File: src/rtl/fifo_write_arbiter.sv
// N:1 round-robin merge of FIFO write streams, 2-entry buffer per channel.
// Define FIFO_WRITE_ARB_PACKET_EN for packet-atomic arbitration (adds s_wr_last).

module fifo_write_arb_chan #(
  parameter int EW = 32
) (
  input  logic          clock,
  input  logic          reset,
  input  logic          wr_en,
  input  logic [EW-1:0] din,
  input  logic          pop,
  output logic [EW-1:0] head,
  output logic [1:0]    cnt,
  output logic          overflow
);
  logic [1:0][EW-1:0] mem;
  logic               wp, rp;
  logic               full, push;

  assign full = (cnt == 2'd2);
  // full comes from the registered count, so a pop in the same cycle never frees room
  assign push = wr_en && !full;
  assign head = mem[rp];

  always_ff @(posedge clock or posedge reset) begin
    if (reset) begin
      cnt      <= '0;
      wp       <= 1'b0;
      rp       <= 1'b0;
      overflow <= 1'b0;
    end else begin
      if (push) wp <= ~wp;
      if (pop)  rp <= ~rp;
      cnt      <= cnt + 2'(push) - 2'(pop);
      overflow <= overflow | (wr_en & full);
    end
  end

  always_ff @(posedge clock) begin
    if (push) mem[wp] <= din;
  end
endmodule

module fifo_write_arbiter #(
  parameter int NCHANNELS   = 4,
  parameter int DATA_WIDTH  = 32,
  parameter int COUNT_WIDTH = 10
) (
  input  logic                            clock,
  input  logic                            reset,
  input  logic [NCHANNELS-1:0]            s_wr_en,
  input  logic [NCHANNELS*DATA_WIDTH-1:0] s_wr_data,
`ifdef FIFO_WRITE_ARB_PACKET_EN
  input  logic [NCHANNELS-1:0]            s_wr_last,
`endif
  output logic [NCHANNELS-1:0]            s_full,
  output logic [NCHANNELS-1:0]            s_almost_full,
  output logic [COUNT_WIDTH-1:0]          s_wr_data_count,
  output logic [NCHANNELS-1:0]            s_overflow,
  output logic                            m_wr_en,
  output logic [DATA_WIDTH-1:0]           m_wr_data,
  input  logic                            m_full,
  input  logic                            m_almost_full,
  input  logic [COUNT_WIDTH-1:0]          m_wr_data_count
);
  localparam int PW = $clog2(NCHANNELS);
`ifdef FIFO_WRITE_ARB_PACKET_EN
  localparam int EW = DATA_WIDTH + 1;
`else
  localparam int EW = DATA_WIDTH;
`endif

  typedef struct packed {
    logic          vld;
    logic [PW-1:0] idx;
  } grant_t;

  logic [NCHANNELS-1:0][EW-1:0] chan_din, heads;
  logic [NCHANNELS-1:0][1:0]    cnt;
  logic [NCHANNELS-1:0]         req, eligible, pop;
  logic [PW-1:0]                ptr, cand;
  grant_t                       gnt;
  logic                         unused_m_almost_full;

  assign unused_m_almost_full = m_almost_full;
  assign s_wr_data_count      = m_wr_data_count;

  for (genvar i = 0; i < NCHANNELS; i++) begin : g_ch
`ifdef FIFO_WRITE_ARB_PACKET_EN
    assign chan_din[i] = {s_wr_last[i], s_wr_data[i*DATA_WIDTH +: DATA_WIDTH]};
`else
    assign chan_din[i] = s_wr_data[i*DATA_WIDTH +: DATA_WIDTH];
`endif
    assign req[i]           = (cnt[i] != 2'd0);
    assign s_full[i]        = (cnt[i] == 2'd2);
    assign s_almost_full[i] = (cnt[i] != 2'd0);

    fifo_write_arb_chan #(.EW(EW)) u_chan (
      .clock    (clock),
      .reset    (reset),
      .wr_en    (s_wr_en[i]),
      .din      (chan_din[i]),
      .pop      (pop[i]),
      .head     (heads[i]),
      .cnt      (cnt[i]),
      .overflow (s_overflow[i])
    );
  end

`ifdef FIFO_WRITE_ARB_PACKET_EN
  typedef enum logic { ARB_FREE, ARB_LOCKED } arb_state_t;
  arb_state_t    state;
  logic [PW-1:0] lock_ch;
  logic          head_last;

  always_comb begin
    eligible = req;
    if (state == ARB_LOCKED) begin
      eligible = '0;
      eligible[lock_ch] = req[lock_ch];
    end
  end
  assign head_last = heads[gnt.idx][DATA_WIDTH];
`else
  assign eligible = req;
`endif

  // Search upward from ptr+1 so the last winner has lowest priority
  always_comb begin
    gnt  = '0;
    cand = '0;
    if (!m_full) begin
      for (int k = 1; k <= NCHANNELS; k++) begin
        cand = PW'((int'(ptr) + k) % NCHANNELS);
        if (!gnt.vld && eligible[cand]) begin
          gnt.vld = 1'b1;
          gnt.idx = cand;
        end
      end
    end
  end

  always_comb begin
    pop = '0;
    if (gnt.vld) pop[gnt.idx] = 1'b1;
  end

  // With no grant idx stays 0, so the channel-0 head is presented
  assign m_wr_en   = gnt.vld;
  assign m_wr_data = heads[gnt.idx][DATA_WIDTH-1:0];

`ifdef FIFO_WRITE_ARB_PACKET_EN
  // ptr moves only at packet end, so the lock holder keeps its turn position
  always_ff @(posedge clock or posedge reset) begin
    if (reset) begin
      ptr     <= PW'(NCHANNELS - 1);
      state   <= ARB_FREE;
      lock_ch <= '0;
    end else if (gnt.vld) begin
      if (head_last) begin
        ptr   <= gnt.idx;
        state <= ARB_FREE;
      end else begin
        state   <= ARB_LOCKED;
        lock_ch <= gnt.idx;
      end
    end
  end
`else
  always_ff @(posedge clock or posedge reset) begin
    if (reset)        ptr <= PW'(NCHANNELS - 1);
    else if (gnt.vld) ptr <= gnt.idx;
  end
`endif
endmodule

File: config.mk
export PLATFORM = sky130hd
export DESIGN_NAME = fifo_write_arbiter
export DESIGN_NICKNAME = d
export VERILOG_FILES = /design/src/rtl/fifo_write_arbiter.sv
export SDC_FILE = /design/constraint.sdc
export NUM_CORES = 1
export LEC_CHECK = 0
export CAP_MARGIN = 25
export CORE_MARGIN = 3
export CORE_UTILIZATION = 35
export CTS_CLUSTER_DIAMETER = 60
export CTS_CLUSTER_SIZE = 14
export DETAILED_ROUTE_END_ITERATION = 6
export MAX_ROUTING_LAYER = met4
export PLACE_DENSITY_LB_ADDON = 0.12
export SLEW_MARGIN = 20
export SYNTH_ARGS = -nofsm -noshare
export SYNTH_HDL_FRONTEND = slang
export SYNTH_SLANG_ARGS = --single-unit
File: constraint.sdc
create_clock -name clock -period 2.55 [get_ports clock]
set_input_delay 0.765 -clock clock [delete_from_list [all_inputs] [get_ports clock]]
set_output_delay 0.765 -clock clock [all_outputs]
set_load 0.01 [all_outputs]
* Word level (Yosys, flattened, before mapping)
Cells that the tools add are included.
** Storage, ports and cells
- Logic and storage cells :: 139
- Input port bits :: 146
- Output and inout bits :: 55
- Bits in registers :: 278
** Cells by class
- $lt $le $gt $ge :: 18
- Muxes and demuxes :: 41
- $add $sub $neg :: 12
- Reductions and logical operators :: 23
- Equality and inequality tests :: 4
- Bitwise operators :: 16
** Operator list (count)
- $mux W32 :: 13
- $bwmux W64 :: 4
- $demux W32 S1 :: 4
- $bmux W32 S2 :: 1
- $mux W3 :: 8
- $lt A1 B2 Y1 const B :: 8
- $lt A2 B3 Y1 const B :: 5
- $logic_and A1 B1 Y1 :: 12
- $add A2 B1 Y2 :: 4
- $bmux W1 S2 :: 4
- $eq A2 B2 Y1 const B :: 4
- $not A1 Y1 :: 8
- $reduce_bool A2 Y1 :: 4
- $sub A2 B1 Y2 :: 4
- $logic_not A1 Y1 :: 7
- $mux W1 :: 5
- $add A2 B1 Y2 const B :: 2
- $add A2 B2 Y2 const B :: 2
- $and A1 B1 Y1 :: 4
- $ge A1 B1 Y1 const B :: 4
- $mux W4 :: 1
- $or A1 B1 Y1 :: 4
- $demux W1 S2 :: 1
- $ge A2 B1 Y1 const B :: 1

* Depth between registers and ports, before layout
Gate-level depths: netlist of run 1.
- Depth after elaboration :: 23
- Depth in mapped cells :: 12
- Depth with buffers taken out :: 11

* Modules after synthesis
From an unflattened synthesis of run 1, not the netlist that was laid out.
** Second synthesis, totals
- Cells, all modules :: 640
- Area total of the unflattened synthesis :: 12157.9 µm²
** Modules (own cells, without submodules)
- fifo_write_arb_chan :: area an instance 2660.1 µm², cells each 120, sequential area each 2047.0 µm², instances 4
- fifo_write_arbiter :: area an instance 1517.7 µm², cells each 160, sequential area each 52.6 µm², instances 1

* Worst setup path after synthesis of run 1
Ideal clock, no wire load.
- Path type :: reg-to-output
- Start :: register ptr[0]
- End :: output m_wr_data[17]
- Path buffers :: 2
- Arrival time :: 2178 ps
- Cell stages (with the launch flop) :: 8
- Setup slack :: -393 ps
- Data required time :: 1785 ps
- Cell sequence :: dfstp_2 o21ba_2 a211oi_1 o21a_1 buf_6 buf_6 mux2_4 a221oi_1
** Between the ends
- Word-level cells in the longest chain between the ends :: 19
- Elaborated cells on any way between the ends :: 28
- Classes of those cells :: add/sub (4); mux (18); reduce/logical (6)
** Ends and longest elaborated chain
- start, declared :: RTL line 81 : logic [PW-1:0] ptr, cand;
- start signal, assigned :: RTL line 171 : if (reset) ptr <= PW'(NCHANNELS - 1);
- start signal, assigned :: RTL line 172 : else if (gnt.vld) ptr <= gnt.idx;
- $add A2 B1 Y2 :: RTL line 134 : cand = PW'((int'(ptr) + k) % NCHANNELS);
- $bmux W1 S2 :: RTL line 135 : if (!gnt.vld && eligible[cand]) begin
- $mux W1 (not written as such) :: RTL line 135
- $mux W3 :: RTL line 135
- $mux W3 :: RTL line 132 : if (!m_full) begin
- $logic_not A1 Y1 :: RTL line 135
- $logic_and A1 B1 Y1 :: RTL line 135
- $mux W3 :: RTL line 135
- [3 not listed]
- $mux W3 :: RTL line 135
- $mux W3 :: RTL line 132
- $logic_not A1 Y1 :: RTL line 135
- $logic_and A1 B1 Y1 :: RTL line 135
- $mux W3 (*) :: RTL line 135
- $mux W3 (*) :: RTL line 132
- $bmux W32 S2 (*) :: RTL line 150 : assign m_wr_data = heads[gnt.idx][DATA_WIDTH-1:0];
- $mux W32 (not written as such) (*) :: RTL line 150
- end, declared :: RTL line 61 : output logic [DATA_WIDTH-1:0] m_wr_data,
Every way passes the cells marked *; elsewhere a longest branch is shown, timed or not. The select of a mux whose other input is x is not followed.

* Worst setup path in the final report of run 1
- Start :: register g_ch[1].u_chan.cnt[1]
- End :: output m_wr_data[19]
** Between the ends
- Word-level cells in the longest chain between the ends :: 19
- Elaborated cells on any way between the ends :: 25
- Classes of those cells :: mux (18); reduce/logical (7)
** Ends and longest elaborated chain
- start, declared :: RTL line 13 : output logic [1:0] cnt,
- start signal, assigned :: RTL line 34 : cnt <= cnt + 2'(push) - 2'(pop);
- $reduce_bool A2 Y1 (*) :: RTL line 94 : assign req[i] = (cnt[i] != 2'd0);
- $bmux W1 S2 :: RTL line 135
- $mux W1 (not written as such) :: RTL line 135
- $mux W3 :: RTL line 135
- $mux W3 :: RTL line 132
- $logic_not A1 Y1 :: RTL line 135
- $logic_and A1 B1 Y1 :: RTL line 135
- $mux W3 :: RTL line 135
- [3 not listed]
- $mux W3 :: RTL line 135
- $mux W3 :: RTL line 132
- $logic_not A1 Y1 :: RTL line 135
- $logic_and A1 B1 Y1 :: RTL line 135
- $mux W3 (*) :: RTL line 135
- $mux W3 (*) :: RTL line 132
- $bmux W32 S2 (*) :: RTL line 150
- $mux W32 (not written as such) (*) :: RTL line 150
Marked as above.

==> run_results.csv, run 1 <==
group,metric,value,unit
run_status,run_status,"complete, but fails checks",
run_status,violated_checks,"setup timing",
yosys,synth.cell_area,0.01135,sq mm
timing,worst_slew_margin_rel,65.48,%
placed_design,portBuffers,179,
die,die_h,186.1,um
grt,via_count_of_the_first_global_routing_pass,7329,
critical_path,reg2reg_from,"g_ch[1].u_chan.cnt[1]",
die,top_level_ports,201,
clocking,clock_sinks,278,
critical_path,cp_cell_sequence,"nor2_4 > inv_4 > a211oi_4 > o21a_4 > buf_12 > clkbuf_16 > buf_12 > mux2_4 > a221oi_4 > buf_2",
detailed_routing,drtPass1Iterations,5,
placed_design,placedInstanceArea,0.01505,sq mm
yosys,yosys.area.top_type,"sky130_fd_sc_hd__edfxtp_1",
finish,finalNonFillerCells,1347,
placed_design,place_hpwl,20270,um
detailed_routing,route.detailed.vias_per_inst,5.020,
critical_path,timing.critical_path.from_type,"flip-flop",
clocking,h-tree-depth,1,
placed_design,place.gp.congestion,0.8082,
timing,postLayoutSetupSlackWorst,-1.043,ns
finish,multi_input_gate_area,0.003802,sq mm
min_path,worst_hold_path.num_cells,1,
yosys,post_synth_main_area_contributors,"sky130_fd_sc_hd__edfxtp_1, sky130_fd_sc_hd__mux2i_1, sky130_fd_sc_hd__mux2_2",
timing,report.final.setup_viol,36,
yosys,async_flop_share,7.914,%
finish,area_delta_synth_final,46.56,%
yosys,synthCells,651,
grt,number_of_antenna_violations_at_the_first_check_in_global_routing,2,
die,fp.dieArea,0.03462,sq mm
detailed_routing,remaining_drc_errors,0,
timing,report.final.hold_viol_count,0,
detailed_routing,final_antenna_net_count,0,
grt,global_route.overflow_total,0,
critical_path,r2r_setup_slack,-0.08,ns
finish,layout_cells_sized_above_1,38.96,%
grt,pin_count_of_the_biggest_net_entering_global_routing,33,
clocking,cts_hold_buffers,0,
clocking,worst_skew_pair.late_latency,0.53,ns
clocking,cts.clk_slew.worst_paths,0.06,ns
yosys,synth_nets,805,
critical_path,worstRegToRegCells,13,
timing,post-route-min-period,3.593,ns
finish,final.fill_count,2564,
timing,grt_setup_unrepaired,"true",
timing,timing.clock.skew,0.009299,ns
timing,period_share,140.9,%
power_and_ir_drop,leakage,6.122,nW
power_and_ir_drop,power_density,1380,mW/mm^2
finish,area_taken_by_flip_flops_and_latches,0.008250,sq mm
yosys,synthesis.yosys.warnings,0,
detailed_routing,initialDrtViolationCount,398,
placed_design,inst_count_dp,1256,
critical_path,critical_path.reg2reg.endpoint,"g_ch[0].u_chan.cnt[1]",
timing,fmax,0.2784,GHz
critical_path,critical_path.max_stage_delay,0.45,ns
min_path,hold_path_end,"g_ch[1].u_chan.overflow",
critical_path,cp_slowest_cell,"sky130_fd_sc_hd__dfrtp_2",
clocking,tritoncts_clock_tree,"built",
critical_path,critical_path_class,"flip-flop to primary output",
yosys,ys_types,39,
power_and_ir_drop,vdd.ir_drop.worst,0.7051,mV
clocking,clockRootBuffer,"sky130_fd_sc_hd__clkbuf_16",
timing,max_slew.worst_pin.slew,0.5158,ns
critical_path,critical_path_required,1.79,ns
yosys,synth_most_common_cell,"sky130_fd_sc_hd__edfxtp_1",
yosys,synth_edf_count,256,
yosys,synth_seq_area_share,72.61,%
die,chipWidth,186.1,um
critical_path,timing.critical_path.buf_inv,5,
die,core_region_area,0.03172,sq mm
min_path,worst_hold_startpoint,"g_ch[1].u_chan.overflow",
critical_path,timing.critical_path.arrival,2.83,ns
grt,grt_use_total,18.06,%
yosys,synth.top_cell.area_share,67.74,%
die,fp-row-count,65,
grt,wire_length_of_the_first_global_routing_pass,45130,um
yosys,ys.flop_type,"sky130_fd_sc_hd__edfxtp_1",
clocking,clock_path_buffers,3,
min_path,timing.hold.worst.class,"flip-flop to flip-flop",
yosys,ys_ff_latch,278,
critical_path,worst_path_dominant_cell_family,"compound AO/OA/AOI/OAI gates",
finish,layout.nets,1076,
critical_path,path_max_fanout,6,
yosys,syn_area_per_cell,17.43,sq um
timing,timing.final.max_slew_violations,0,
clocking,cts_buffers,28,
critical_path,critical_path.endpoint_type,"primary output",
yosys,synthTopCellsByCount,"sky130_fd_sc_hd__edfxtp_1, sky130_fd_sc_hd__mux2i_1, sky130_fd_sc_hd__mux2_2",
detailed_routing,via_count_of_the_routed_design,6762,
detailed_routing,post_drt_wl_per_cell,22.93,um
job,cap_violations,0,
die,initial_utilization,35.78,%
critical_path,critPathMostFrequentCell,"sky130_fd_sc_hd__buf_12",
detailed_routing,postRouteWirelength,30890,um
finish,postLayoutCellArea,0.01663,sq mm
==> flip-flops by register name (all words and copies together) (netlist names) <==
| name | count |
|---|---|
| g_ch.u_chan.cnt | 8 |
| g_ch.u_chan.overflow | 4 |
| g_ch.u_chan.wp | 4 |
| g_ch.u_chan.mem | 256 |
| g_ch.u_chan.rp | 4 |
| ptr | 2 |
==> cell families after synthesis <==
family | count (synthesis) | share of synthesized area [%]
compound gates | 50 | 3.682
flops | 278 | 72.61
fa+ha+maj | 8 | 0.8821
simple gates | 61 | 2.977
mux | 160 | 15.15
buf+inv | 78 | 3.462
xor+xnor | 16 | 1.235
==> placed cells by master (no fill, tap or decap), drive strengths merged, types with 3 or more instances in the layout <==
master,Yosys,final
nor2,8,8
mux2i,96,96
dfrtp,20,20
clkdlybuf4s50,0,137
a21o,4,4
xnor2,13,13
dlygate4sd2,0,6
diode,0,3
xor2,3,3
inv,22,25
edfxtp,256,256
clkinv,0,8
nand2,9,9
clkbuf,27,39
and3,4,4
ha,8,8
bufinv,0,3
mux2,64,64
buf,29,150
o21ai,3,3
a221oi,32,32
nor4,33,33
==> through the flow <==
| step | setup WS [ns] | total power [mW] | hold WS (ns) | TNS (ns) | util (%) |
|---|---|---|---|---|---|
| after global placement | -0.8290 | 17.14 | 0.4364 | -24.78 | 47.46 |
| final | -1.043 | 22.95 | 0.4592 | -30.90 | 52.44 |
| after detailed placement | -0.8411 | 17.31 | 0.4453 | -25.98 | 47.46 |
| after CTS | -1.053 | 22.28 | 0.4651 | -31.14 | 51.51 |
| after floorplan | -0.1551 | 13.03 | 0.4289 | -4.640 | - |
| after global routing | -1.125 | 24.12 | 0.4777 | -34.38 | 52.43 |
==> cell type report <==
class                   count  share of cell area, %
flip-flops and latches    278                  49.61
clock inverters            14                  1.001
multi-input cells         295                  22.86
well taps                 402                  3.024
diodes                      3                0.04514
clock buffers              36                  4.521
inverters                  22                 0.5115
repair buffers            297                  18.43
==> worst max path at each step <==
stage / from / end / slack [ns] / cells past startpoint
after floorplan: g_ch[0].u_chan.cnt[1] / m_wr_data[17] / -0.16 / 7
after CTS: g_ch[2].u_chan.cnt[0] / m_wr_data[28] / -1.05 / 9
after global placement: ptr[0] / m_wr_data[31] / -0.83 / 7
after detailed placement: g_ch[3].u_chan.cnt[0] / m_wr_data[31] / -0.84 / 8
after global routing: g_ch[1].u_chan.cnt[1] / m_wr_data[19] / -1.13 / 10
final: g_ch[1].u_chan.cnt[1] / m_wr_data[19] / -1.04 / 10
==> power by group <==
group | switching (mW) | internal, mW | total (mW)
Clock | 1.73 | 2.40 | 4.13
Combinational | 5.85 | 6.27 | 12.1
Sequential | 0.439 | 6.27 | 6.71
==> layer usage <==
layer  global-route usage, %  wire (um)  vias to the layer above
met5                       -          0                        -
met2                   30.74      15610                      171
met1                   22.90      13110                     3421
li1                        -          -                     3117
met3                   3.244       1590                       53
met4                   3.575        582                        0
==> repair_timing <==
action	4_1_cts	5_1_grt
gates cloned	3	2
setup buffers	20	13
pin swaps	9	18
setup endpoints to repair	44	38
resized for setup	165	56
Note: power is estimated with default switching activity, not from simulation.
==> run 2, diff against run 1 <==
SETUP_SLACK_MARGIN = 0.2   (was unset)
==> run 2 against run 1 <==
The run still ends with setup timing left. Flip-flop and latch count unchanged. Routed wire length down 2.5%. Count of clock-buffer cells in the layout down 7. Largest power group unchanged. Sequential power about the same. Clock power down 9.0%. Register-to-register slack worse by 0.05 ns. Setup slack better by 0.054 ns. Critical path type unchanged. Critical endpoint is now m_wr_data[29].
==> run_results.csv, run 2 (synthesis gave the netlist of run 1 again) <==
group,metric,value,unit
detailed_routing,post_drt_wl_per_cell,22.68,um
placed_design,place.gp.congestion,0.8130,
die,initial_utilization,35.78,%
detailed_routing,final_antenna_net_count,0,
detailed_routing,via_count_of_the_routed_design,6635,
critical_path,critical_path_class,"flip-flop to primary output",
finish,largest_register_ff_count,256,
detailed_routing,initialDrtViolationCount,379,
placed_design,place_hpwl,20610,um
critical_path,timing.critical_path.from_type,"flip-flop",
detailed_routing,met3_wirelength,1512,um
grt,grt_use_total,17.99,%
detailed_routing,uppermost_layer_routed,"met4",
min_path,timing.hold.worst.class,"flip-flop to flip-flop",
die,chipWidth,186.1,um
run_status,violated_checks,"setup timing",
timing,max_slew.worst_pin.slew,0.3838,ns
timing,report.final.hold_viol_count,0,
placed_design,pre_cts_ws,-0.9471,ns
detailed_routing,remaining_drc_errors,0,
run_status,run_status,"complete, but fails checks",
critical_path,r2r_setup_slack,-0.13,ns
finish,layout.nets,1065,
critical_path,critical_path.endpoint_type,"primary output",
finish,postLayoutCellArea,0.01632,sq mm
critical_path,cp_cell_sequence,"buf_4 > or4_1 > o221a_2 > nor2b_4 > buf_4 > a221oi_4 > clkdlybuf4s15_2",
timing,postLayoutSetupSlackWorst,-0.9889,ns
timing,period_share,138.8,%
power_and_ir_drop,leakage,5.942,nW
detailed_routing,met2RoutedLength,15070,um
die,core_region_area,0.03172,sq mm
finish,finalNonFillerCells,1327,
clocking,h-tree-depth,1,
finish,final_common_cell,"sky130_fd_sc_hd__edfxtp_1",
detailed_routing,wirelength_met1,12990,um
die,fp-row-count,65,
die,top_level_ports,201,
clocking,tritoncts_clock_tree,"built",
clocking,worst_skew_pair.late_latency,0.52,ns
timing,fmax,0.2826,GHz
clocking,clock_path_buffers,3,
clocking,cts.clk_slew.worst_paths,0.06,ns
detailed_routing,drtPass1Iterations,5,
critical_path,critPathMostFrequentCell,"sky130_fd_sc_hd__buf_4",
finish,most_frequent_cells_in_the_layout,"sky130_fd_sc_hd__edfxtp_1, sky130_fd_sc_hd__clkdlybuf4s50_1, sky130_fd_sc_hd__mux2i_1, sky130_fd_sc_hd__buf_4, sky130_fd_sc_hd__mux2_2",
finish,final.fill_count,2625,
die,fp.dieArea,0.03462,sq mm
finish,registers.top_by_ff_count,"g_ch.u_chan.mem",
critical_path,critical_path.max_stage_delay,0.54,ns
placed_design,inst_count_dp,1256,
timing,timing.final.max_slew_violations,0,
timing,post-route-min-period,3.539,ns
timing,report.final.setup_viol,36,
clocking,clock_sinks,278,
die,die_h,186.1,um
clocking,cts_hold_buffers,0,
detailed_routing,postRouteWirelength,30100,um
finish,largestRegisters,"g_ch.u_chan.mem: 256 flops, g_ch.u_chan.cnt: 8 flops",
critical_path,cp_slowest_cell,"sky130_fd_sc_hd__or4_1",
grt,wire_length_of_the_first_global_routing_pass,44940,um
timing,grt_setup_unrepaired,"true",
critical_path,timing.critical_path.arrival,2.77,ns
critical_path,path_max_fanout,6,
timing,fin_worst_hold_slack,0.4556,ns
finish,layout_cells_sized_above_1,38.39,%
detailed_routing,route.detailed.vias_per_inst,5.000,
power_and_ir_drop,power_density,1339,mW/mm^2
finish,area_delta_synth_final,43.84,%
power_and_ir_drop,vdd.ir_drop.worst,0.6416,mV
power_and_ir_drop,total_power,21.86,mW
grt,number_of_antenna_violations_at_the_first_check_in_global_routing,3,
placed_design,portBuffers,179,
grt,pin_count_of_the_biggest_net_entering_global_routing,33,
clocking,clockRootBuffer,"sky130_fd_sc_hd__clkbuf_16",
timing,timing.clock.skew,0.01026,ns
timing,worst_slew_margin_rel,73.68,%
job,cap_violations,0,
clocking,cts_buffers,27,
grt,global_route.overflow_total,0,
grt,via_count_of_the_first_global_routing_pass,7271,
critical_path,critical_path_required,1.79,ns
placed_design,placedInstanceArea,0.01505,sq mm
==> run 2: cell count changes in the layout (fill, tap and decap cells not counted), moves of 4 or more <==
| cell | change |
|---|---|
| sky130_fd_sc_hd__clkbuf_1 | -5 |
| sky130_fd_sc_hd__clkinv_2 | -6 |
| sky130_fd_sc_hd__buf_2 | -7 |
| sky130_fd_sc_hd__clkdlybuf4s15_2 | +6 |
| sky130_fd_sc_hd__inv_2 | +4 |
| sky130_fd_sc_hd__clkbuf_16 | -4 |
| sky130_fd_sc_hd__dlygate4sd2_1 | -6 |
==> run 2: layer usage <==
layer,GRT usage (%),up-vias
met1,23.33,3337
li1,-,3072
met3,2.970,40
met4,3.634,0
met2,30.17,186
met5,-,-
==> run 2: worst max-delay path: cells and delay by family (launching register included) <==
family | cells | cell delay (ns)
AO/OA/AOI/OAI | 2 | 0.51
buffers and inverters | 3 | 0.59
flip-flops | 1 | 0.40
AND/OR/NAND/NOR | 2 | 0.74
==> run 2: path summary, 6_finish.rpt <==
kind	endpoint	depth (start not counted)	from
max	m_wr_data[29]	7	g_ch[2].u_chan.cnt[0]
min	g_ch[3].u_chan.overflow	1	g_ch[3].u_chan.overflow
max reg2reg	g_ch[2].u_chan.cnt[1]	11	g_ch[0].u_chan.cnt[0]
min reg2reg	g_ch[3].u_chan.overflow	1	g_ch[3].u_chan.overflow
max in group asynchronous	ptr[1]	3	reset
min in group asynchronous	g_ch[0].u_chan.overflow	3	reset
==> run 2: area by class of cell <==
| type | count | area [sq um] | share of cell area [%] |
|---|---|---|---|
| antenna | 3 | 7.507 | 0.04599 |
| clock buffer | 29 | 683.2 | 4.185 |
| clock inverter | 11 | 127.6 | 0.7818 |
| inverter | 22 | 82.58 | 0.5059 |
| multi-input combinational | 295 | 3775 | 23.13 |
| sequential | 278 | 8249 | 50.54 |
| tap | 402 | 503.0 | 3.081 |
| timing repair buffer | 287 | 2895 | 17.74 |
==> run 2: per-stage QoR <==
stage / setup TNS (ns) / util, %
2_1_floorplan: -4.659 / -
6_report: -30.26 / 51.46
5_1_grt: -34.51 / 51.46
4_1_cts: -32.35 / 51.20
3_3_place_gp: -27.85 / 47.46
3_5_place_dp: -29.50 / 47.46
==> run 2: power breakdown <==
part,switching (mW),internal (mW),total [mW]
logic,5.64,5.76,11.4
registers,0.433,6.27,6.70
clock network,1.64,2.13,3.76
==> run 2: repair_timing <==
action	in CTS	in global routing
pin swaps	23	2
resized for setup	209	20
buffers inserted	24	3
gates cloned	1	0
endpoints found under the setup margin	50	49
==> run 3, diff against run 2 <==
GPL_TIMING_DRIVEN = 0   (was unset)
==> run 3 against run 2 <==
The flow still finishes with violations (setup timing). Die area unchanged. Flip-flop and latch count did not move. Routed wire length is 1.5% lower. Global-route usage is 0.73 points lower. Setup slack got worse by 0.081 ns. Clock skew about the same. Combinational power is essentially flat. Core utilization did not move. First-iteration DRC count is 17% lower. Cell count down 0.38%. Total power rose by 0.55%.
==> run_results.csv, run 3 (synthesis gave the netlist of run 1 again) <==
group,metric,value,unit
critical_path,path_max_fanout,5,
detailed_routing,remaining_drc_errors,0,
die,chipWidth,186.1,um
min_path,worst_hold_path.num_cells,1,
finish,area_delta_synth_final,43.84,%
min_path,worst_hold_startpoint,"g_ch[3].u_chan.overflow",
placed_design,place.gp.congestion,0.7901,
critical_path,cp_slowest_cell,"sky130_fd_sc_hd__dfrtp_1",
detailed_routing,postRouteWirelength,29630,um
grt,pin_count_of_the_biggest_net_entering_global_routing,23,
critical_path,critical_path.reg2reg.endpoint,"g_ch[2].u_chan.cnt[1]",
detailed_routing,final_antenna_net_count,0,
grt,number_of_antenna_violations_at_the_first_check_in_global_routing,0,
timing,report.final.setup_viol,35,
detailed_routing,route.detailed.vias_per_inst,5.014,
timing,timing.clock.skew,0.01025,ns
die,fp-row-count,65,
placed_design,place_hpwl,20950,um
placed_design,inst_count_dp,1249,
grt,grt_use_total,17.26,%
placed_design,portBuffers,188,
finish,post_layout_util,51.46,%
power_and_ir_drop,total_power,21.98,mW
timing,post-route-min-period,3.620,ns
timing,setup_total_negative_slack,-33.49,ns
critical_path,cp_cell_sequence,"buf_6 > nor4_4 > o21ai_2 > o21a_4 > buf_4 > buf_16 > mux2_4 > a221oi_4 > buf_2",
timing,fmax,0.2762,GHz
critical_path,worstRegToRegCells,12,
die,initial_utilization,35.78,%
finish,antenna_cells_inserted,0,
critical_path,critical_path_required,1.79,ns
power_and_ir_drop,power_density,1346,mW/mm^2
critical_path,r2r_setup_slack,-0.15,ns
finish,final_common_cell,"sky130_fd_sc_hd__edfxtp_1",
clocking,clock_path_buffers,3,
finish,largest_register_ff_count,256,
detailed_routing,post_drt_wl_per_cell,22.42,um
timing,timing.final.max_slew_violations,0,
finish,most_frequent_cells_in_the_layout,"sky130_fd_sc_hd__edfxtp_1, sky130_fd_sc_hd__clkdlybuf4s50_1, sky130_fd_sc_hd__mux2i_1, sky130_fd_sc_hd__mux2_2, sky130_fd_sc_hd__buf_4",
timing,report.final.hold_viol_count,0,
critical_path,timing.critical_path.from_type,"flip-flop",
finish,registers.top_by_ff_count,"g_ch.u_chan.mem",
die,fp.dieArea,0.03462,sq mm
critical_path,reg2reg_from,"g_ch[3].u_chan.cnt[0]",
timing,postLayoutSetupSlackWorst,-1.070,ns
min_path,hold_path_end,"g_ch[3].u_chan.overflow",
run_status,run_status,"complete, but fails checks",
clocking,tritoncts_clock_tree,"built",
critical_path,critical_path.max_stage_delay,0.43,ns
timing,fin_worst_hold_slack,0.4603,ns
detailed_routing,initialDrtViolationCount,313,
job,cap_violations,0,
die,core_region_area,0.03172,sq mm
timing,period_share,142.0,%
min_path,timing.hold.worst.class,"flip-flop to flip-flop",
finish,postLayoutCellArea,0.01632,sq mm
grt,wire_length_of_the_first_global_routing_pass,43260,um
critical_path,timing.critical_path.arrival,2.85,ns
finish,layout.nets,1058,
run_status,violated_checks,"setup timing",
clocking,clock_sinks,278,
timing,grt_setup_unrepaired,"true",
clocking,clockRootBuffer,"sky130_fd_sc_hd__clkbuf_16",
timing,max_slew.worst_pin.slew,0.8860,ns
finish,finalNonFillerCells,1322,
placed_design,placedInstanceArea,0.01478,sq mm
finish,largestRegisters,"g_ch.u_chan.mem: 256 flops, g_ch.u_chan.cnt: 8 flops",
power_and_ir_drop,leakage,5.853,nW
clocking,worst_skew_pair.late_latency,0.53,ns
finish,layout_cells_sized_above_1,36.52,%
detailed_routing,via_count_of_the_routed_design,6629,
die,die_h,186.1,um
placed_design,pre_cts_ws,-1.199,ns
clocking,h-tree-depth,1,
power_and_ir_drop,vdd.ir_drop.worst,0.7428,mV
grt,via_count_of_the_first_global_routing_pass,7158,
die,top_level_ports,201,
grt,global_route.overflow_total,0,
critical_path,critical_path.endpoint_type,"primary output",
clocking,cts.clk_slew.worst_paths,0.06,ns
timing,worst_slew_margin_rel,40.93,%
detailed_routing,drtPass1Iterations,4,
clocking,cts_buffers,27,
critical_path,critical_path_class,"flip-flop to primary output",
run 3: layout make-up:
| cell class | count | area, sq um |
|---|---|---|
| Buffer | 56 | 505.5 |
| Clock buffer | 33 | 698.2 |
| Clock inverter | 12 | 127.6 |
| Fill cell | 2609 | 15390 |
| Inverter | 22 | 85.08 |
| Multi-Input combinational cell | 295 | 3921 |
| Sequential cell | 278 | 8249 |
| Tap cell | 402 | 503.0 |
| Timing Repair Buffer | 224 | 2233 |
run 3: worst max-delay path by stage:
stage | start | end | slack, ns | cells past startpoint
3_5_place_dp | g_ch[3].u_chan.rp | m_wr_data[14] | -1.20 | 6
6_report | g_ch[2].u_chan.cnt[0] | m_wr_data[1] | -1.07 | 9
4_1_cts | g_ch[2].u_chan.cnt[1] | m_wr_data[24] | -1.08 | 8
5_1_grt | g_ch[2].u_chan.cnt[0] | m_wr_data[10] | -1.15 | 9
3_3_place_gp | g_ch[3].u_chan.rp | m_wr_data[14] | -1.17 | 6
2_1_floorplan | g_ch[0].u_chan.cnt[1] | m_wr_data[17] | -0.16 | 7
run 3: per-layer routing:
| metal | GRT usage (%) | up-vias | wire [um] |
|---|---|---|---|
| met5 | - | - | 0 |
| met4 | 3.843 | 0 | 669 |
| met3 | 2.365 | 44 | 1391 |
| met2 | 29.15 | 195 | 15000 |
| met1 | 22.39 | 3346 | 12570 |
| li1 | - | 3044 | - |
run 3: worst max-delay path, delay by kind of cell (launching register included):
family	cells	cell delay, ns
buffers and inverters	4	0.61
and+or+nand+nor	1	0.34
DFF	1	0.43
AOI/OAI and AO/OA	3	0.61
muxes	1	0.32
run 3: what timing repair did:
action,4_1_cts,5_1_grt
pin swaps,20,19
cloned,3,1
hold buffers,0,0
endpoints found under the hold margin,0,0
gates resized for setup,244,54
endpoints found under the setup margin,47,45
buffers inserted,14,10
run 3: power by group:
group,switching (mW),internal [mW]
sequential,0.387,6.27
clock,1.66,2.15
combinational,5.96,5.55
total,8.01,14.0
